[src/rtl/disp_pkg.sv]
// ----------------------------------------------------------------------------
// disp_pkg
// Shared definitions for the multiplexed 7-segment display driver.
//   - SEG_0 .. SEG_F : active-low glyphs, bit [0] = segment a ... bit [6] = g
//   - SEG_OFF        : every segment dark
//   - scanState_e    : per-slot phase of the scan (blanking gap / digit shown)
//   - clog2()        : counter width helper, never returns less than 1
// ----------------------------------------------------------------------------
package disp_pkg;

    localparam logic [6:0] SEG_0   = 7'h40;
    localparam logic [6:0] SEG_1   = 7'h79;
    localparam logic [6:0] SEG_2   = 7'h24;
    localparam logic [6:0] SEG_3   = 7'h30;
    localparam logic [6:0] SEG_4   = 7'h19;
    localparam logic [6:0] SEG_5   = 7'h12;
    localparam logic [6:0] SEG_6   = 7'h02;
    localparam logic [6:0] SEG_7   = 7'h78;
    localparam logic [6:0] SEG_8   = 7'h00;
    localparam logic [6:0] SEG_9   = 7'h10;
    localparam logic [6:0] SEG_A   = 7'h08;
    localparam logic [6:0] SEG_B   = 7'h03;
    localparam logic [6:0] SEG_C   = 7'h46;
    localparam logic [6:0] SEG_D   = 7'h21;
    localparam logic [6:0] SEG_E   = 7'h06;
    localparam logic [6:0] SEG_F   = 7'h0E;
    localparam logic [6:0] SEG_OFF = 7'h7F;

    typedef enum logic [0:0] {
        ST_BLANK,
        ST_SHOW
    } scanState_e;

    // Width needed to hold 0..value-1; a 1-value counter still gets one bit
    // so that no zero-width vectors appear anywhere.
    function automatic int clog2(input int value);
        int width;
        width = 1;
        while ((1 << width) < value) begin
            width = width + 1;
        end
        return width;
    endfunction

endpackage

[src/rtl/seg7_hex_decode.sv]
// ----------------------------------------------------------------------------
// seg7_hex_decode
// Combinational hex nibble to active-low 7-segment glyph.
//   hex  in  4  value to display
//   segN out 7  segments a..g on [0]..[6], 0 = lit
// All sixteen codes map to a glyph (0-9, A, b, C, d, E, F).
// ----------------------------------------------------------------------------
module seg7_hex_decode
    import disp_pkg::*;
(
    input  logic [3:0] hex,
    output logic [6:0] segN
);

    // Plain lookup from the glyph constants in disp_pkg.
    always_comb begin
        segN = SEG_OFF;
        case (hex)
            4'h0: segN = SEG_0;
            4'h1: segN = SEG_1;
            4'h2: segN = SEG_2;
            4'h3: segN = SEG_3;
            4'h4: segN = SEG_4;
            4'h5: segN = SEG_5;
            4'h6: segN = SEG_6;
            4'h7: segN = SEG_7;
            4'h8: segN = SEG_8;
            4'h9: segN = SEG_9;
            4'hA: segN = SEG_A;
            4'hB: segN = SEG_B;
            4'hC: segN = SEG_C;
            4'hD: segN = SEG_D;
            4'hE: segN = SEG_E;
            4'hF: segN = SEG_F;
        endcase
    end

endmodule

[src/rtl/disp_scan_mux.sv]
// ----------------------------------------------------------------------------
// disp_scan_mux
// Time-multiplexed driver for NUM_DIGITS common-anode 7-segment digits that
// share one segment bus. New values are captured into a pending buffer and
// copied into the display shadow only at a frame boundary, so a frame never
// mixes old and new digits. Each digit slot starts with a blanking gap to
// suppress ghosting while the digit enables switch over.
//
// Ports (all display outputs active-low):
//   clk       in   1             system clock
//   rst_n     in   1             asynchronous active-low reset
//   digits_i  in   4*NUM_DIGITS  hex nibble per digit, digit 0 rightmost
//   dp_i      in   NUM_DIGITS    decimal point request per digit (1 = lit)
//   blink_i   in   NUM_DIGITS    per-digit blink request
//   upd_i     in   1             strobe: capture digits_i/dp_i/blink_i
//   upd_ack_o out  1             pulse in the cycle the pending data is taken
//   seg_n     out  7             segments a..g, 0 = lit
//   dp_n      out  1             decimal point, 0 = lit
//   dig_n     out  NUM_DIGITS    digit enables, at most one low
//
// Build option: define DISP_BLINK_EN to honour blink_i. Without it blink_i is
// ignored, there is no frame counter and every digit is always shown.
// ----------------------------------------------------------------------------
module disp_scan_mux
    import disp_pkg::*;
#(
    parameter int NUM_DIGITS   = 4,
    parameter int SCAN_DIV     = 50000,
    parameter int BLANK_CYC    = 500,
    parameter int BLINK_FRAMES = 64
) (
    input  logic                    clk,
    input  logic                    rst_n,
    input  logic [4*NUM_DIGITS-1:0] digits_i,
    input  logic [NUM_DIGITS-1:0]   dp_i,
    input  logic [NUM_DIGITS-1:0]   blink_i,
    input  logic                    upd_i,
    output logic                    upd_ack_o,
    output logic [6:0]              seg_n,
    output logic                    dp_n,
    output logic [NUM_DIGITS-1:0]   dig_n
);

    localparam int CNT_W = clog2(SCAN_DIV);
    localparam int IDX_W = clog2(NUM_DIGITS);
    localparam logic [CNT_W-1:0] CNT_LAST   = CNT_W'(SCAN_DIV - 1);
    localparam logic [CNT_W-1:0] BLANK_LAST = CNT_W'(BLANK_CYC - 1);
    localparam logic [IDX_W-1:0] IDX_LAST   = IDX_W'(NUM_DIGITS - 1);

    logic [CNT_W-1:0]        cnt;
    logic [IDX_W-1:0]        idx;
    logic                    slotEnd;
    logic                    frameEnd;

    logic [4*NUM_DIGITS-1:0] pendDigits;
    logic [NUM_DIGITS-1:0]   pendDp;
    logic                    pendV;
    logic [4*NUM_DIGITS-1:0] shadowDigits;
    logic [NUM_DIGITS-1:0]   shadowDp;

    scanState_e              state;
    scanState_e              nextState;
    logic                    hideDigit;
    logic [6:0]              glyph;
    logic [6:0]              nextSegN;
    logic                    nextDpN;
    logic [NUM_DIGITS-1:0]   nextDigN;

    assign slotEnd  = (cnt == CNT_LAST);
    assign frameEnd = slotEnd && (idx == IDX_LAST);

    // Slot timer: one full count is one digit slot.
    always_ff @(posedge clk or negedge rst_n) begin
        if (!rst_n) begin
            cnt <= '0;
        end else if (slotEnd) begin
            cnt <= '0;
        end else begin
            cnt <= cnt + 1'b1;
        end
    end

    // Digit being scanned; its wrap marks the frame boundary.
    always_ff @(posedge clk or negedge rst_n) begin
        if (!rst_n) begin
            idx <= '0;
        end else if (frameEnd) begin
            idx <= '0;
        end else if (slotEnd) begin
            idx <= idx + 1'b1;
        end
    end

    // Double buffer. A strobe landing exactly on the boundary bypasses the
    // pending stage; otherwise the latest strobe waits in pending and is
    // copied over at the next boundary. The shadow only ever changes on a
    // boundary edge, which keeps each frame coherent.
    always_ff @(posedge clk or negedge rst_n) begin
        if (!rst_n) begin
            pendDigits   <= '0;
            pendDp       <= '0;
            pendV        <= 1'b0;
            shadowDigits <= '0;
            shadowDp     <= '0;
        end else if (frameEnd && upd_i) begin
            shadowDigits <= digits_i;
            shadowDp     <= dp_i;
            pendV        <= 1'b0;
        end else if (frameEnd && pendV) begin
            shadowDigits <= pendDigits;
            shadowDp     <= pendDp;
            pendV        <= 1'b0;
        end else if (upd_i) begin
            pendDigits   <= digits_i;
            pendDp       <= dp_i;
            pendV        <= 1'b1;
        end
    end

    // The acknowledge is decoded rather than registered so that it sits in
    // the very cycle whose closing edge performs the copy.
    assign upd_ack_o = frameEnd && (upd_i || pendV);

`ifdef DISP_BLINK_EN
    localparam int FRM_W = clog2(BLINK_FRAMES);
    localparam logic [FRM_W-1:0] FRM_LAST = FRM_W'(BLINK_FRAMES - 1);

    logic [NUM_DIGITS-1:0] pendBlink;
    logic [NUM_DIGITS-1:0] shadowBlink;
    logic [FRM_W-1:0]      frameCnt;
    logic                  phaseOn;

    // Blink masks follow exactly the same buffering as the digit data.
    always_ff @(posedge clk or negedge rst_n) begin
        if (!rst_n) begin
            pendBlink   <= '0;
            shadowBlink <= '0;
        end else if (frameEnd && upd_i) begin
            shadowBlink <= blink_i;
        end else if (frameEnd && pendV) begin
            shadowBlink <= pendBlink;
        end else if (upd_i) begin
            pendBlink   <= blink_i;
        end
    end

    // Counts whole frames; every BLINK_FRAMES frames the blink phase flips.
    always_ff @(posedge clk or negedge rst_n) begin
        if (!rst_n) begin
            frameCnt <= '0;
            phaseOn  <= 1'b1;
        end else if (frameEnd) begin
            if (frameCnt == FRM_LAST) begin
                frameCnt <= '0;
                phaseOn  <= ~phaseOn;
            end else begin
                frameCnt <= frameCnt + 1'b1;
            end
        end
    end

    assign hideDigit = !phaseOn && shadowBlink[idx];
`else
    localparam int unusedBlinkFrames = BLINK_FRAMES;
    logic unusedBlink;

    assign unusedBlink = ^blink_i;
    assign hideDigit   = 1'b0;
`endif

    seg7_hex_decode uDecode (
        .hex  (shadowDigits[4*idx +: 4]),
        .segN (glyph)
    );

    // Scan FSM state register. The state always mirrors whether cnt is past
    // the blanking gap, so transitions are taken one count early.
    always_ff @(posedge clk or negedge rst_n) begin
        if (!rst_n) begin
            state <= ST_BLANK;
        end else begin
            state <= nextState;
        end
    end

    // Next-state logic.
    always_comb begin
        nextState = state;
        case (state)
            ST_BLANK: if (cnt == BLANK_LAST) nextState = ST_SHOW;
            ST_SHOW:  if (slotEnd)           nextState = ST_BLANK;
            default:  nextState = ST_BLANK;
        endcase
    end

    // Output decode: everything dark unless showing a digit that is not
    // currently blinked off.
    always_comb begin
        nextSegN = SEG_OFF;
        nextDpN  = 1'b1;
        nextDigN = '1;
        if ((state == ST_SHOW) && !hideDigit) begin
            nextSegN      = glyph;
            nextDpN       = ~shadowDp[idx];
            nextDigN[idx] = 1'b0;
        end
    end

    // Registered pins so the board sees glitch-free levels.
    always_ff @(posedge clk or negedge rst_n) begin
        if (!rst_n) begin
            seg_n <= SEG_OFF;
            dp_n  <= 1'b1;
            dig_n <= '1;
        end else begin
            seg_n <= nextSegN;
            dp_n  <= nextDpN;
            dig_n <= nextDigN;
        end
    end

endmodule

[config.mk]
export PLATFORM = sky130hd
export DESIGN_NAME = disp_scan_mux
export DESIGN_NICKNAME = d
export VERILOG_FILES = /design/src/rtl/disp_pkg.sv /design/src/rtl/seg7_hex_decode.sv /design/src/rtl/disp_scan_mux.sv
export SDC_FILE = /design/constraint.sdc
export NUM_CORES = 1
export LEC_CHECK = 0
export ABC_AREA = 1
export ABC_CLOCK_PERIOD_IN_PS = 2450
export CORE_MARGIN = 2
export CORE_UTILIZATION = 45
export CTS_CLUSTER_SIZE = 20
export DETAILED_ROUTE_END_ITERATION = 10
export GPL_TIMING_DRIVEN = 0
export PLACE_DENSITY = 0.66
export SLEW_MARGIN = 20
export SYNTH_ARGS = -nofsm -noshare
export SYNTH_HDL_FRONTEND = slang
export SYNTH_SLANG_ARGS = --single-unit
[constraint.sdc]
create_clock -name clk -period 2.45 [get_ports clk]
set_clock_uncertainty 0.1 [all_clocks]
set_input_delay 0.3675 -clock clk [delete_from_list [all_inputs] [get_ports clk]]
set_output_delay 0.3675 -clock clk [all_outputs]
set_load 0.1 [all_outputs]
==> After elaboration in Yosys (flattened, before gate mapping) <==
Memories as Yosys holds them, arrays and structs flattened.
Cells that the tools add are included.
{ "word_totals": {"register_bits": 72, "rom_bits": 112, "in_bits": 27, "output_inout_bits": 13, "wordCells": 55, "n_memories": 1} }
{ "mem_list": {"columns": ["memory", "words", "width", "rd", "rd_ports_with_merged_regs", "wr", "line", "text"], "rows": [
  ["(no name shown)", 16, 7, 1, 0, 0, "seg7_hex_decode.sv:18", "case (hex)"]
]} }
{ "classes": {"add_sub_neg": 2, "n_lt_le_gt_ge": 2, "n_eq_ne": 3, "n_shift": 1, "n_mux": 20, "bitwise": 5, "n_reduce_logical": 10} }
{ "op_table": {"columns": ["cell", "count"], "rows": [
  ["$mux W16", 3],
  ["$add A16 B1 Y16 const B", 1],
  ["$eq A16 B16 Y1 const B", 1],
  ["$eq A16 B9 Y1 const B", 1],
  ["$shiftx A16 B5 Y4", 1],
  ["$mux W4", 3],
  ["$mux W1", 8],
  ["$mux W7", 1],
  ["$logic_and A1 B1 Y1", 5],
  ["$mux W2", 2],
  ["$not A1 Y1", 4],
  ["$not A4 Y4", 1],
  ["$reduce_bool A2 Y1", 2],
  ["$lt A2 B3 Y1 const B", 1],
  ["$reduce_and A3 Y1", 1],
  ["$reduce_bool A3 Y1", 1],
  ["$add A2 B1 Y2 const B", 1],
  ["$bmux W1 S2", 1],
  ["$demux W1 S2", 1],
  ["$eq A2 B2 Y1 const B", 1],
  ["$ge A2 B1 Y1 const B", 1],
  ["$pmux W1 S2", 1],
  ["$logic_or A1 B1 Y1", 1]
]} }

==> Longest topological paths before layout <==
Gate-level depths: netlist of run 1.
{ "depth": {"word_depth": 6, "ltp_mapped": 12} }

==> Hierarchy <==
From an unflattened synthesis of run 1, not the netlist that was laid out.
{ "unflattened": {"cells_unflattened": 502, "hier_area_um2": 3791.1} }
{ "modules_own_cells": {"columns": ["mod", "n_inst", "cells_per_inst", "area_each_um2", "seq_area_each_um2"], "rows": [
  ["disp_scan_mux", 1, 453, 3517.1, 1816.7],
  ["seg7_hex_decode", 1, 49, 274.0, 0.0]
]} }

==> Worst setup path before layout of run 1 <==
OpenSTA, ideal clock, no wires.
{ "synth_path": {"kind": "flip-flop to output port", "start": "reg cnt[0]", "end": "out upd_ack_o", "arrival_ns": 1.866, "path_slack_ns": 0.117, "stages_incl_launch_ff": 7, "cell_sequence": "dfrtp_1 ha_1 nand3_2 nor2_2 nand4_1 clkbuf_1 inv_1"} }
{ "synth_via": {"elab_chain_cells": 3} }
{ "synth_rtl": {"columns": ["item", "line", "text"], "rows": [
  ["start, declared", "disp_scan_mux.sv:50", "logic [CNT_W-1:0] cnt;"],
  ["start signal, assigned", "disp_scan_mux.sv:79", "cnt <= cnt + 1'b1;"],
  ["$eq A16 B16 Y1", "disp_scan_mux.sv:69", "assign slotEnd = (cnt == CNT_LAST);"],
  ["$logic_and A1 B1 Y1", "disp_scan_mux.sv:70", "assign frameEnd = slotEnd && (idx == IDX_LAST);"],
  ["$logic_and A1 B1 Y1", "disp_scan_mux.sv:122", "assign upd_ack_o = frameEnd && (upd_i || pendV);"],
  ["end, declared", "disp_scan_mux.sv:38", "output logic upd_ack_o,"]
]} }
No other way between the ends.

==> Worst setup path in the final report of run 1 <==
{ "layout_path": {"start": "reg cnt[10]", "end": "out upd_ack_o"} }
Same word-level chain as after synthesis.

==> qor.yml, run 1 <==
hold_path:
  hp-class: "reg -> reg"
  min_delay_path_depth: 1
critical_path:
  r2r-start: "idx[0]"
  reg2reg_slack_ns: 0.44
  crit_fanout: 10
  crit_end: "upd_ack_o"
  ff2ff_path_depth: 11
  start_kind: "flip-flop"
  cp.arrival_ns: 1.90
  worstPathRequired_ns: 1.98
  critPathLaunch: "cnt[10]"
  crit_path_end_kind: "output port"
  regToRegEndpoint: "seg_n[3]"
  path_class: "reg -> out"
synth:
  syn-cell-area_sq_mm: 0.00371
  syn_nets: 531
  yosysUniqueCellTypes: 28
  ys_seq_elements: 72
  yosysWarnings: 0
  syn_area_per_cell_sq_um: 7.52
  dominantRegCellSynth: "dfrtp_1"
  synth_seq_area_share_pct: 49.0
  synthCells: 493
  async_reset_ff_share_pct: 100
  synth_edf_count: 0
routing:
  wire_per_inst_microns: 11.7
  initialDrtViolationCount: 129
  num_vias: 3076
  routed_wl_microns: 7650
  first_pass_iters: 4
  post-route-drc-count: 0
  avgViaCountPerCell: 4.72
  ant_nets: 0
layout:
  diodes: 0
  final_cell_area_sq_mm: 0.00446
  drive_gt1_share_pct: 9.69
  final_nets: 580
  synthToLayoutAreaGrowth_pct: 20.2
  final_cells: 652
place:
  gp_congestion: 0.807
  portBuffers: 35
  dpl-instance-area_sq_mm: 0.00421
  hpwl_microns: 5550
  dp_cells: 634
sta:
  tns_ns: 0
  max_freq_mhz: 422
  slew_headroom_pct: 36.8
  setup_viol: 0
  period_needed_ns: 2.37
  hold_violations: 0
  tightest_slew_ns: 0.952
  drv_slew: 0
  timing.final.crit_share_pct: 96.7
  hold_slack_ns: 0.366
  rsz0062_at_grt: "no"
clock_tree:
  cts_tree: "yes"
  clockBufferDepth: 2
  clk_latency_ns: 0.34
  cts_sinks: 72
  cts_max_level: 3
  cts.clk_slew.worst_paths_ns: 0.07
  cts_buffers: 9
  cts-root-buf: "clkbuf_8"
pwr:
  powerDensity_mw_per_mm2: 542
  p_leak_nw: 2.34
  power.total_mw: 2.42
  vdd_drop_max_mv: 0.293
floorplanning:
  core_area_sq_mm: 0.00809
  fp.dieW_microns: 94.8
  rows: 33
  initial_core_util_pct: 45.8
  die_area_sq_mm: 0.00899
  die_h_microns: 94.8
  io_pins: 40
global_routing:
  overflow: 0
  grt_max_degree: 42
  grt_pass1_wl_microns: 13000
  antenna_found_initial: 0
  track_usage_pct: 18.6
  grt_pass1_vias: 2869
job:
  maxCapViolations: 0
run_status:
  outcome: "finished, final reports clean"
==> cell usage after synthesis (4+ instances only) <==
cell / instances / share of area (%)
a21oi_1: 6 / 0.81
buf_2: 4 / 0.54
buf_6: 4 / 1.2
clkbuf_1: 9 / 0.91
dfrtp_1: 60 / 40
dfstp_2: 12 / 8.5
ha_1: 11 / 3.7
inv_1: 48 / 4.9
nand2_1: 187 / 19
nand3_1: 42 / 5.7
nand4_1: 6 / 1.0
nor2_1: 66 / 6.7
nor3_1: 5 / 0.67
o21ai_0: 11 / 1.5
xor2_1: 6 / 1.4
==> how the worst min path moves through the flow <==
stage / from / end / slack [ns]
after floorplan: rst_n / cnt[0] / -0.03
after global placement: cnt[0] / cnt[0] / 0.35
after detailed placement: rst_n / cnt[12] / 0.23
after CTS: cnt[0] / cnt[0] / 0.37
after global routing: pendDigits[0] / pendDigits[0] / 0.39
final: cnt[0] / cnt[0] / 0.37
==> where the power goes <==
| group | internal, mW | switching [mW] |
|---|---|---|
| clock | 0.596 | 0.438 |
| combinational | 0.0694 | 0.0835 |
| sequential | 1.22 | 0.0145 |
| total | 1.88 | 0.535 |
==> cells in the final DEF, fill, tap and decap left out, types with 2 or more instances in the layout <==
cell type,n
a21oi_1,6
buf_12,2
buf_2,4
buf_4,2
buf_6,4
bufinv_16,2
clkbuf_1,8
clkbuf_8,10
clkdlybuf4s50_1,21
clkinv_2,4
dfrtp_1,60
dfstp_2,12
dlygate4sd2_1,12
ha_1,10
inv_1,48
inv_2,2
nand2_1,187
nand2_2,2
nand2_4,2
nand3_1,42
nand4_1,6
nor2_1,66
nor2_4,2
nor3_1,5
o21ai_0,11
xor2_1,6
==> layer usage <==
metal	vias to the layer above	part of all wire (%)	GRT usage, %
met5	-	0	0
li1	1613	-	-
met3	11	4.0	4.23
met4	0	1.5	6.40
met2	61	45	29.7
met1	1391	50	25.1
==> per-stage QoR <==
step / util, % / setup slack [ns]
after detailed placement: 52.0 / -0.884
after global routing: 55.1 / 0.0103
after CTS: 54.9 / 0.0186
after global placement: 51.8 / -1.54
after floorplan: - / 0.117
final: 55.1 / 0.0799
==> worst max-delay path, cell delays in order, from the launching register on <==
cell and delay [ns]:
dfrtp_1 0.44, nor2_1 0.11, nand2_1 0.17, nor2_4 0.20, nand4_1 0.15, clkbuf_4 0.22
inv_1 0.10, buf_12 0.18
==> layout make-up <==
type	count	area (sq um)
Tap cell	105	131
Fill cell	797	3630
Inverter	51	193
Sequential cell	72	1820
Timing Repair Buffer	38	380
Clock buffer	10	138
Buffer	17	103
Multi-Input combinational cell	353	1620
Clock inverter	6	82.6
==> cells by family (layout without fill, tap and decap cells) <==
logic type                 after synthesis  in the layout  synth area share, %
AOI/OAI and AO/OA                       21             21                 3.07
and+or+nand+nor                        315            315                 35.0
adders and majority gates               11             11                 3.71
buffers and inverters                   68            122                 7.86
xor gates and xnor gates                 6              6                 1.42
DFF                                     72             72                 49.0
==> timing repair <==
action / 4_1_cts / 5_1_grt
buffers inserted: 1 / 0
pin swaps: 1 / 1
endpoints found under the hold margin: 31 / 0
resized for setup: 22 / 5
endpoints found under the setup margin: 13 / 1
hold buffers: 1 / 0
==> flip-flops by register name, summed over array words and instances (netlist names), 2 cells and up <==
register,flops
cnt,16
dig_n,4
idx,2
pendDigits,16
pendDp,4
seg_n,7
shadowDigits,16
shadowDp,4
No activity file was read; power rests on OpenSTA's default activity.
==> inputs of run 2 (changes only) <==
Settings changed: CORE_MARGIN 2 to default, CTS_BUF_LIST from default to sky130_fd_sc_hd__clkbuf_4 sky130_fd_sc_hd__clkbuf_8, GPL_ROUTABILITY_DRIVEN from default to 0.
==> run 2 against run 1 <==
  * Combinational power about the same
  * Critical path depth is the same
  * Global-route usage rose by 0.96 points
  * Total power grew 3.8%
  * Sequential cell count unchanged
  * Die area shrank 4.2%
  * Wire length unchanged
  * Sequential power about the same
  * Setup slack better by 0.068 ns
  * Maximum frequency increased by 2.9%
  * Critical path type unchanged
  * Clock-buffer cell count stayed put
  * Hold slack better by 0.0025 ns
==> qor.yml, run 2 (synthesized netlist as in run 1, its figures left out) <==
layout:
  final_nets: 580  # unchanged
  drive_gt1_share_pct: 9.51  # -0.18 points
  final_cell_mix: "nand2_1, nor2_1, dfrtp_1"
  final_cell_area_sq_mm: 0.00450  # +0.79%
  diodes: 0  # unchanged
  largestRegisters: "cnt x16, pendDigits x16, shadowDigits x16"
  multiInputGateArea_sq_mm: 0.00162  # unchanged
  seq_area_sq_mm: 0.00182  # unchanged
  synthToLayoutAreaGrowth_pct: 21.2
  final_cells: 649  # -0.46%
  final_common_cell: "nand2_1"
  fillCellCount: 759  # -4.8%
floorplanning:
  fp.dieW_microns: 92.8  # -2.1%
  die_h_microns: 92.8  # -2.1%
  initial_core_util_pct: 47.3  # +1.4 points
  rows: 32  # -3.0%
  io_pins: 40  # unchanged
  die_area_sq_mm: 0.00861  # -4.2%
  core_area_sq_mm: 0.00785  # -3.0%
sta:
  slew_headroom_pct: 35.9  # -0.84 points
  layout_setup_ws_ns: 0.148  # +0.0677 ns
  tightest_slew_ns: 0.959  # +0.00722 ns
  hold_violations: 0  # unchanged
  timing.final.crit_share_pct: 94.0  # -2.8 points
  max_freq_mhz: 434  # +2.9%
  rsz0062_at_grt: "no"
  hold_slack_ns: 0.368  # +0.00245 ns
  drv_slew: 0  # unchanged
  setup_viol: 0  # unchanged
  period_needed_ns: 2.30  # -0.0677 ns
clock_tree:
  cts_tree: "yes"
  cts_buffers: 9  # unchanged
  clk_latency_ns: 0.34  # about the same
  cts_sinks: 72  # unchanged
  clockBufferDepth: 2  # unchanged
  cts-root-buf: "clkbuf_8"
  cts.clk_slew.worst_paths_ns: 0.07  # about the same
  cts_max_level: 3  # unchanged
critical_path:
  crit_path_end_kind: "output port"
  start_kind: "flip-flop"
  cp.arrival_ns: 1.83  # -0.07 ns
  ff2ff_path_depth: 11  # unchanged
  worstPathRequired_ns: 1.98  # about the same
  path_class: "reg -> out"
  crit_fanout: 10  # unchanged
run_status:
  outcome: "finished, final reports clean"
routing:
  num_vias: 3080  # +0.13%
  post-route-drc-count: 0  # unchanged
  wire_per_inst_microns: 11.8  # +0.46%
  first_pass_iters: 4  # unchanged
  avgViaCountPerCell: 4.75  # +0.59%
  routed_wl_microns: 7650  # unchanged
  ant_nets: 0  # unchanged
  initialDrtViolationCount: 154  # +19%
global_routing:
  grt_max_degree: 39  # -7.1%
  grt_pass1_wl_microns: 13300  # +1.8%
  grt_pass1_vias: 2850  # -0.66%
  overflow: 0  # unchanged
  antenna_found_initial: 0  # unchanged
  track_usage_pct: 19.6  # +0.96 points
place:
  dp_cells: 631  # -0.47%
  portBuffers: 35  # unchanged
  hpwl_microns: 5430  # -2.2%
  dpl-instance-area_sq_mm: 0.00421  # about the same
  preCtsSetupSlack_ns: -0.884  # -0.000388 ns
job:
  maxCapViolations: 0  # unchanged
pwr:
  p_leak_nw: 2.36  # +0.62%
  powerDensity_mw_per_mm2: 558  # +3.0%
  vdd_drop_max_mv: 0.369  # +26%
  power.total_mw: 2.51  # +3.8%
hold_path:
  min_delay_path_depth: 1  # unchanged
  hp-class: "reg -> reg"
run 2: changes by cell type in the layout (fill, tap and decap cells not counted), sizes merged:
cell / before / now
dlygate4sd2: 12 / 8
bufinv: 2 / 3
clkinv: 4 / 3
dlymetal6s2s: 0 / 4
clkbuf: 19 / 18
buf: 12 / 13
run 2: metal layers:
metal  vias up  global-route usage (%)  wire, microns
met5         -                       0              0
met4         0                    3.46             29
met3         2                    5.17            298
met2        57                    32.2           3540
met1      1404                    26.3           3780
li1       1617                       -              -
run 2: worst paths after layout:
path | startpoint | slack [ns] | end
min in group asynchronous | rst_n | 0.43 | cnt[10]
max in group asynchronous | rst_n | 1.27 | shadowDp[3]
setup / recovery | cnt[5] | 0.15 | upd_ack_o
setup reg to reg | idx[0] | 0.42 | seg_n[3]
hold / removal | cnt[0] | 0.37 | cnt[0]
hold reg to reg | cnt[0] | 0.37 | cnt[0]
run 2: layout make-up:
cell class | instances | area share, %
Buffer | 17 | 2.28
Inverter | 51 | 4.29
Tap cell | 102 | 2.84
Sequential cell | 72 | 40.4
Timing Repair Buffer | 38 | 8.79
Multi-Input combinational cell | 353 | 36.0
Clock inverter | 6 | 2.37
Clock buffer | 10 | 3.06
run 2: where the power goes:
group / switching [mW] / internal, mW
clock: 0.426 / 0.699
sequential: 0.0147 / 1.22
combinational: 0.0832 / 0.0694
total: 0.524 / 1.99
run 2: per-stage QoR:
step	util (%)	setup TNS (ns)
floorplan	-	0
global placement	53.4	-103.52
detailed placement	53.6	-0.884
CTS	56.9	0
global route	57.3	0
finish	57.3	0
run 2: worst max-delay path, stage by stage (launching register included):
cell     delay [ns]
dfrtp_1        0.41
nor2_1         0.21
nand2_1        0.13
nor2_4         0.15
nand4_1        0.13
buf_4          0.20
inv_1          0.09
buf_12         0.18
run 2: timing repair:
item                                   CTS  global route
gates resized for setup                 18             9
buffers inserted                         1             0
setup endpoints to repair                9             5
hold buffers                             1             0
pin swaps                                1             1
endpoints found under the hold margin   25             0
==> inputs of run 3 (changes only) <==
Settings changed: CORE_UTILIZATION 45 to 59, PLACE_DENSITY 0.66 to 0.83.
==> run 3 against run 2 <==
  * Die area is 23% lower
  * Setup slack worse by 0.043 ns
  * Critical path depth stayed put
  * Register-to-register slack worse by 0.06 ns
  * Clock power is 24% lower
  * Sequential power hardly changed
  * Maximum frequency is 1.8% lower
  * Clock-buffer cell count is 2 higher
  * Total power is 11% lower
  * Final cell count is 3.9% lower
  * Non-clock buffer count is 2 higher
  * Wire length is 1.2% higher
  * Largest cell class unchanged
  * Highest routed layer unchanged
==> qor.yml, run 3 (synthesized netlist as in run 1, its figures left out) <==
critical_path:
  cp.arrival_ns: 1.88  # +0.05 ns
  crit_fanout: 10  # unchanged
  ff2ff_path_depth: 11  # unchanged
  reg2reg_slack_ns: 0.36  # -0.06 ns
  start_kind: "flip-flop"
  regToRegEndpoint: "seg_n[3]"
  r2r-start: "idx[0]"
  path_class: "reg -> out"
  critPathLaunch: "cnt[0]"
  worstPathRequired_ns: 1.98  # about the same
  crit_path_end_kind: "output port"
routing:
  first_pass_iters: 5  # +1
  ant_nets: 0  # unchanged
  wire_per_inst_microns: 12.4  # +5.3%
  avgViaCountPerCell: 5.15  # +8.5%
  routed_wl_microns: 7740  # +1.2%
  num_vias: 3213  # +4.3%
  initialDrtViolationCount: 222  # +44%
  post-route-drc-count: 0  # unchanged
floorplanning:
  die_h_microns: 81.3  # -12%
  rows: 28  # -13%
  initial_core_util_pct: 61.9  # +15 points
  core_area_sq_mm: 0.00599  # -24%
  io_pins: 40  # unchanged
  die_area_sq_mm: 0.00661  # -23%
  fp.dieW_microns: 81.3  # -12%
global_routing:
  track_usage_pct: 25.7  # +6.1 points
  antenna_found_initial: 0  # unchanged
  overflow: 0  # unchanged
  grt_pass1_vias: 2743  # -3.8%
  grt_pass1_wl_microns: 12700  # -4.3%
  grt_max_degree: 38  # -2.6%
layout:
  diodes: 0  # unchanged
  largestRegisters: "cnt x16, pendDigits x16, shadowDigits x16"
  final_common_cell: "nand2_1"
  drive_gt1_share_pct: 10.6  # +1.1 points
  final_nets: 582  # +0.34%
  final_cell_mix: "nand2_1, nor2_1, dfrtp_1"
  synthToLayoutAreaGrowth_pct: 18.8
sta:
  slew_headroom_pct: 36.0  # about the same
  tns_ns: 0  # unchanged
  hold_slack_ns: 0.374  # +0.00561 ns
  tightest_slew_ns: 0.959  # -0.000497 ns
  drv_slew: 0  # unchanged
  setup_viol: 0  # unchanged
  timing.final.crit_share_pct: 95.7  # +1.8 points
  period_needed_ns: 2.35  # +0.0433 ns
  hold_violations: 0  # unchanged
  max_freq_mhz: 426  # -1.8%
hold_path:
  hold_start: "pendDigits[6]"
  worstHoldEndpoint: "pendDigits[6]"
  min_delay_path_depth: 2  # +1
  hp-class: "reg -> reg"
place:
  hpwl_microns: 5550  # +2.0%
  portBuffers: 35  # unchanged
clock_tree:
  cts_max_level: 3  # unchanged
  clockBufferDepth: 2  # unchanged
  cts.clk_slew.worst_paths_ns: 0.08  # about the same
  cts_tree: "yes"
  cts_sinks: 72  # unchanged
  clk_latency_ns: 0.35  # about the same
  cts-root-buf: "clkbuf_8"
  cts_buffers: 9  # unchanged
run_status:
  outcome: "finished, final reports clean"
pwr:
  powerDensity_mw_per_mm2: 507  # -9.2%
  p_leak_nw: 2.34  # -0.79%
  vdd_drop_max_mv: 0.332  # -10%
job:
  maxCapViolations: 0  # unchanged
==> run 3: changes by cell type in the layout (fill, tap and decap cells not counted), moves of 2 or more <==
cell            previous run  this run
clkbuf_4                   0         2
buf_4                      3         5
clkinv_2                   2         5
dlygate4sd2_1              8        10
bufinv_16                  3         0
dlymetal6s2s_1             4         2
==> run 3: how the worst max path moves through the flow <==
| stage | endpoint | cells after the start |
|---|---|---|
| global placement | pendDigits[4] | 1 |
| finish | upd_ack_o | 7 |
| global route | upd_ack_o | 7 |
| floorplan | upd_ack_o | 6 |
| detailed placement | upd_ack_o | 6 |
| CTS | seg_n[4] | 1 |
==> run 3: worst max-delay path: stages, from the launching register on <==
cell and delay [ns]:
dfrtp_1 0.40, ha_4 0.18, nand3_2 0.15, nor2_4 0.16, nand4_1 0.15, buf_4 0.21
inv_1 0.10, buf_12 0.18
==> run 3: final cells by class <==
class | count | area, sq um
Buffer | 17 | 103
Fill cell | 486 | 1580
Tap cell | 75 | 93.8
Timing Repair Buffer | 40 | 403
Clock buffer | 12 | 153
Sequential cell | 72 | 1820
Inverter | 51 | 193
Clock inverter | 4 | 20.0
Multi-Input combinational cell | 353 | 1630
==> run 3: through the flow <==
| stage | power, mW | std cells | setup slack, ns | cell area (sq um) | util [%] |
|---|---|---|---|---|---|
| 5_1_grt | 2.33 | 624 | -0.0115 | 4410 | 73.6 |
| 3_3_place_gp | 1.40 | 603 | -1.40 | 4150 | 69.3 |
| 4_1_cts | 2.25 | 622 | 0.000256 | 4360 | 72.8 |
| 3_5_place_dp | 1.41 | 604 | -0.892 | 4170 | 69.6 |
| 6_report | 2.24 | 624 | 0.104 | 4410 | 73.6 |
| 2_1_floorplan | 1.32 | 493 | 0.117 | 3710 | - |
==> run 3: power breakdown <==
group          internal [mW]  switching (mW)  total [mW]
Sequential              1.22          0.0153        1.23
Combinational         0.0694          0.0843       0.154
Clock                  0.411           0.437       0.848
==> run 3: layer usage <==
layer	track usage (%)	vias up	wire length [microns]
met4	8.57	0	82
met2	42.3	90	3800
met3	5.96	9	334
met1	33.4	1496	3530
met5	0	-	0
li1	-	1618	-
==> run 3: what timing repair did <==
action,CTS,global route
hold buffers,1,0
setup endpoints to repair,11,3
pin swaps,1,1
gates resized for setup,21,9
endpoints found under the hold margin,24,0
setup buffers,1,2
